--- config.mk ---
export PLATFORM = sky130hd
export DESIGN_NAME = dmi_uart_frame_tx
export DESIGN_NICKNAME = d
export VERILOG_FILES = /design/src/rtl/dmi_uart_frame_tx.sv
export SDC_FILE = /design/constraint.sdc
export NUM_CORES = 1
export LEC_CHECK = 0
export ABC_AREA = 1
export CAP_MARGIN = 10
export CORE_MARGIN = 5
export CORE_UTILIZATION = 35
export DETAILED_ROUTE_END_ITERATION = 10
export GPL_TIMING_DRIVEN = 0
export PLACE_DENSITY = 0.53
export SYNTH_ARGS = -nofsm -noshare
export SYNTH_HDL_FRONTEND = slang
export SYNTH_SLANG_ARGS = --single-unit
--- constraint.sdc ---
create_clock -name clk_i -period 4.8 [get_ports clk_i]
set_input_delay 0.96 -clock clk_i [delete_from_list [all_inputs] [get_ports clk_i]]
set_output_delay 0.96 -clock clk_i [all_outputs]
set_load 0.1 [all_outputs]
--- src/rtl/dmi_uart_frame_tx.sv ---
// Host-side DMI UART frame encoder: HEADER, {cmd,addr}, len, then data bytes LSB-first
// over a byte-wide valid/ready link. Over-length requests are rejected with a pulse.
module dmi_uart_frame_tx #(
    parameter int          IrLength = 5,
    parameter logic [7:0]  HEADER   = 8'h01,
    parameter int          MAX_LEN  = 4,
    parameter int          DATA_W   = 8 * MAX_LEN
) (
    input  logic                  clk_i,
    input  logic                  rst_i,
    input  logic                  req_valid_i,
    output logic                  req_ready_o,
    input  logic [7-IrLength:0]   req_cmd_i,
    input  logic [IrLength-1:0]   req_addr_i,
    input  logic [7:0]            req_len_i,
    input  logic [DATA_W-1:0]     req_data_i,
    output logic [7:0]            tx_data_o,
    output logic                  tx_valid_o,
    input  logic                  tx_ready_i,
    output logic                  busy_o,
    output logic                  done_o,
    output logic                  err_len_o
);

    localparam int         CMD_W     = 8 - IrLength;
    localparam logic [7:0] MAX_LEN_B = 8'(MAX_LEN);

    typedef enum logic [2:0] {
        ST_IDLE,
        ST_HEADER,
        ST_CMDADDR,
        ST_LENGTH,
        ST_DATA
    } state_t;

    state_t              state_q, state_d;
    logic [7:0]          count_q, count_d;
    logic [7:0]          tx_data_q, tx_data_d;
    logic                done_q, done_d;
    logic                err_q, err_d;
    logic                capture;
    logic                handshake;

    logic [CMD_W-1:0]    cmd_q;
    logic [IrLength-1:0] addr_q;
    logic [7:0]          len_q;
    logic [DATA_W-1:0]   data_q;

    function automatic logic [7:0] byte_at(input logic [DATA_W-1:0] d, input logic [7:0] idx);
        logic [7:0] r;
        r = 8'h00;
        for (int k = 0; k < MAX_LEN; k++) begin
            if (idx == 8'(k)) r = d[8*k +: 8];
        end
        return r;
    endfunction

    assign req_ready_o = (state_q == ST_IDLE);
    assign busy_o      = (state_q != ST_IDLE);
    assign tx_valid_o  = (state_q != ST_IDLE);
    assign tx_data_o   = tx_data_q;
    assign done_o      = done_q;
    assign err_len_o   = err_q;
    assign handshake   = tx_valid_o & tx_ready_i;

    // tx_data_d is loaded only when the state advances, so a stalled byte holds
    always_comb begin
        state_d   = state_q;
        count_d   = count_q;
        tx_data_d = tx_data_q;
        done_d    = 1'b0;
        err_d     = 1'b0;
        capture   = 1'b0;
        case (state_q)
            ST_IDLE: begin
                if (req_valid_i) begin
                    if (req_len_i > MAX_LEN_B) begin
                        err_d = 1'b1;
                    end else begin
                        capture   = 1'b1;
                        state_d   = ST_HEADER;
                        tx_data_d = HEADER;
                    end
                end
            end
            ST_HEADER: begin
                if (handshake) begin
                    state_d   = ST_CMDADDR;
                    tx_data_d = {cmd_q, addr_q};
                end
            end
            ST_CMDADDR: begin
                if (handshake) begin
                    state_d   = ST_LENGTH;
                    tx_data_d = len_q;
                end
            end
            ST_LENGTH: begin
                if (handshake) begin
                    if (len_q != 8'd0) begin
                        state_d   = ST_DATA;
                        count_d   = 8'd0;
                        tx_data_d = byte_at(data_q, 8'd0);
                    end else begin
                        state_d   = ST_IDLE;
                        tx_data_d = 8'h00;
                        done_d    = 1'b1;
                    end
                end
            end
            ST_DATA: begin
                if (handshake) begin
                    if (count_q == len_q - 8'd1) begin
                        state_d   = ST_IDLE;
                        count_d   = 8'd0;
                        tx_data_d = 8'h00;
                        done_d    = 1'b1;
                    end else begin
                        count_d   = count_q + 8'd1;
                        tx_data_d = byte_at(data_q, count_q + 8'd1);
                    end
                end
            end
            default: begin
                state_d   = ST_IDLE;
                count_d   = 8'd0;
                tx_data_d = 8'h00;
            end
        endcase
    end

    always_ff @(posedge clk_i) begin
        if (rst_i) begin
            state_q   <= ST_IDLE;
            count_q   <= 8'd0;
            tx_data_q <= 8'h00;
            done_q    <= 1'b0;
            err_q     <= 1'b0;
            cmd_q     <= '0;
            addr_q    <= '0;
            len_q     <= 8'd0;
            data_q    <= '0;
        end else begin
            state_q   <= state_d;
            count_q   <= count_d;
            tx_data_q <= tx_data_d;
            done_q    <= done_d;
            err_q     <= err_d;
            if (capture) begin
                cmd_q  <= req_cmd_i;
                addr_q <= req_addr_i;
                len_q  <= req_len_i;
                data_q <= req_data_i;
            end
        end
    end

endmodule

==> out/qor.yml <==
global_routing:
  antenna_found_initial: 0
  grt_pass1_wl_um: 18300
  grt_use_total_pct: 17.7
  gr-total-overflow: 0
  grt_max_degree: 12
  grt_pass1_vias: 3730
drt:
  num_vias: 3752
  drt-wirelength-per-cell_um: 14.1
  first_pass_iters: 4
  drt_iter0_drc: 187
  final_antenna_net_count: 0
  viasPerCell: 4.74
  drc: 0
  totalWireLength_um: 11200
setup_path:
  crit_fanout: 7
  rrSetupSlack_ns: 2.39
  critPathArrivalTime_ns: 2.43
  path_delay_family: "buffers and inverters"
  cp-end-kind: "output port"
  startpoint_type: "register"
  regToRegStartpoint: "count_q[1]"
  cp.required_ns: 3.84
  crit_buf_inv: 5
  cp_slowest_cell: "clkdlybuf4s50_1"
  r2r_cells: 12
  critPathKind: "register to output port"
  r2r-end: "tx_data_o[3]"
  cp_slowest_stage_delay_ns: 0.95
  worstPathCellList: "buf_6 > nor2_1 > inv_2 > nor2_2 > inv_1 > buf_4 > clkdlybuf4s50_1"
timing:
  worst_pin_slew_ns: 0.972
  hold_slack_ns: 0.457
  max_slew_margin_pct: 35.0
  setup_viol: 0
  rsz0062_at_grt: "false"
  max_freq_mhz: 295
  min_period_ns: 3.39
  finClkSkew_ns: 0.00986
  finalSetupTns_ns: 0
  final_hold_viol_count: 0
  post-route-period-util_pct: 70.6
  maxSlewViolCount: 0
placed_design:
  hpwl_um: 8670
  place_congestion: 0.851
  port-buffer-count: 63
run:
  maxCapViolCount: 0
final_layout:
  fillers: 1168
  fin_util_pct: 45.2
  drive_gt1_share_pct: 11.1
  syn_to_final_growth_pct: 26.7
  final_common_cell: "nand2_1"
  insertedDiodeCount: 0
  layout.nets: 705
  layout_common_cells: "nand2_1 (177), nor2_1 (72), dfxtp_1 (69), clkdlybuf4s50_1 (63), a21oi_1 (57)"
min_path:
  hold_start: "data_q[23]"
  worstHoldPathCells: 2
  min_delay_worst_endpoint: "data_q[23]"
  hold_path.class: "register to register"
clock_network:
  ctsLongestPathBuffers: 2
  htree_levels: 3
  clkLatencyLatePin_ns: 0.35
  cts_hold_buf: 0
  cts_sinks: 69
  cts_buffers: 9
  root_buffer: "clkbuf_8"
  cts.repair.resized: 0
  cts_tree: "built"
  path_clk_slew_ns: 0.08
  postCtsSetupBuffers: 0
die:
  die_h_um: 115
  fp.dieArea_mm2: 0.0132
  core_mm2: 0.0108
  start_util_pct: 35.7
  rows: 38
  die_w_um: 115
  io_pins: 65
pwr:
  power.density_mw_per_mm2: 307
  leakagePower_nw: 1.92
  irDropWorstVdd_mv: 0.356
synthesis:
  synth_warnings: 0
  syn_area_mm2: 0.00386
  synth_fp_nets: 631
  synth_seq_area_share_pct: 35.7
  ys_seq_elements: 69
  synthTopCellsByArea: "dfxtp_1 (36%), nand2_1 (17%), a21oi_1 (7.4%)"
  async_reset_ff_share_pct: 0
  syn_avg_cell_area_um2: 6.76
  yosysTopAreaCell: "dfxtp_1"
  post_synth_num_cell_types: 42
  syn_inst: 572
  synth_edf_count: 0
  yosysTopAreaCellShare_pct: 35.7
  synth-main-ff-cell: "dfxtp_1"
run_status:
  outcome: "finished clean"
==> cells in the mapped netlist (2+ instances only) <==
cell / number
nand3_4: 2
inv_1: 51
dfxtp_1: 69
nand3_2: 3
clkbuf_8: 2
buf_6: 4
ha_1: 7
nor3_1: 3
nor2_8: 2
nand2_4: 2
nand4_1: 10
clkbuf_1: 11
o21ai_0: 19
inv_2: 6
nor2_1: 72
nand2_2: 4
nand2_1: 177
o211ai_1: 4
buf_2: 3
o221ai_1: 2
or2_1: 2
a21oi_1: 57
a21oi_2: 9
o21ai_1: 2
clkinv_2: 2
nand3_1: 19
nor2_2: 9
nand3b_1: 2
xor2_1: 4
==> logic make-up (layout without fill, tap and decap cells) <==
logic type | count (synthesis) | count (layout) | share of synthesized area (%)
AND/OR/NAND/NOR | 311 | 311 | 36.0
XOR/XNOR | 6 | 6 | 1.75
AO/OA/AOI/OAI | 97 | 97 | 14.5
adder cells (fa/ha/maj) | 7 | 7 | 2.27
flip-flops | 69 | 69 | 35.7
buffers and inverters | 82 | 161 | 9.71
==> routing by layer <==
layer / routed length (um) / vias to the layer above / GRT usage [%] / part of all wire, %
li1: - / 1956 / - / -
met1: 5300 / 1691 / 23.8 / 47
met2: 5050 / 84 / 27.7 / 45
met3: 530 / 21 / 3.74 / 4.7
met4: 285 / 0 / 7.12 / 2.6
met5: 0 / - / 0 / 0
==> sequential cells by signal, summed over array words and instances, names as in the netlist <==
name,count
count_q,8
tx_data_o,8
cmd_q,3
addr_q,5
state_q,3
data_q,32
len_q,8
done_o,1
err_len_o,1
==> report_power, final <==
part / switching, mW / leakage (nW) / internal, mW / total, mW
Clock: 0.229 / 0.110 / 0.322 / 0.550
Sequential: 0.00821 / 0.556 / 0.585 / 0.593
Combinational: 0.254 / 1.25 / 0.108 / 0.362
Total: 0.491 / 1.92 / 1.01 / 1.51
==> worst reg2reg max path: stages, from the launching register on <==
cell and delay (ns):
dfxtp_1 0.52, ha_1 0.32, xnor2_2 0.16, nand3_1 0.16, nor2_1 0.45, nand4_1 0.16
nand2_1 0.10, nand2_1 0.06, nand2_1 0.11, nand2_1 0.09, nand2_1 0.06, nand2_1 0.06
a21oi_2 0.11
==> stage by stage <==
step	power, mW	instance area, um^2	setup slack [ns]	instances
6_report	1.51	4900	1.41	791
3_3_place_gp	0.971	4670	1.56	775
5_1_grt	1.57	4900	1.25	791
2_1_floorplan	0.860	3860	1.13	572
4_1_cts	1.52	4900	1.39	791
3_5_place_dp	0.970	4670	1.57	775
==> worst max path at each step <==
stage               cells past startpoint         end          from
floorplan                               6  tx_valid_o    state_q[2]
global placement                        9  data_q[23]  req_len_i[0]
detailed placement                      9  data_q[23]  req_len_i[0]
CTS                                     7  tx_valid_o    state_q[2]
global route                            7  tx_valid_o    state_q[2]
finish                                  7  tx_valid_o    state_q[2]
==> area by class of cell <==
cell class | instances | area, um^2 | area share [%]
Sequential cell | 69 | 1380 | 28.2
Tap cell | 140 | 175 | 3.58
Clock buffer | 13 | 159 | 3.24
Inverter | 60 | 228 | 4.65
Clock inverter | 3 | 67.6 | 1.38
Timing Repair Buffer | 63 | 631 | 12.9
Buffer | 22 | 148 | 3.01
Multi-Input combinational cell | 421 | 2110 | 43.1
No activity file was read; power rests on OpenSTA's default activity.
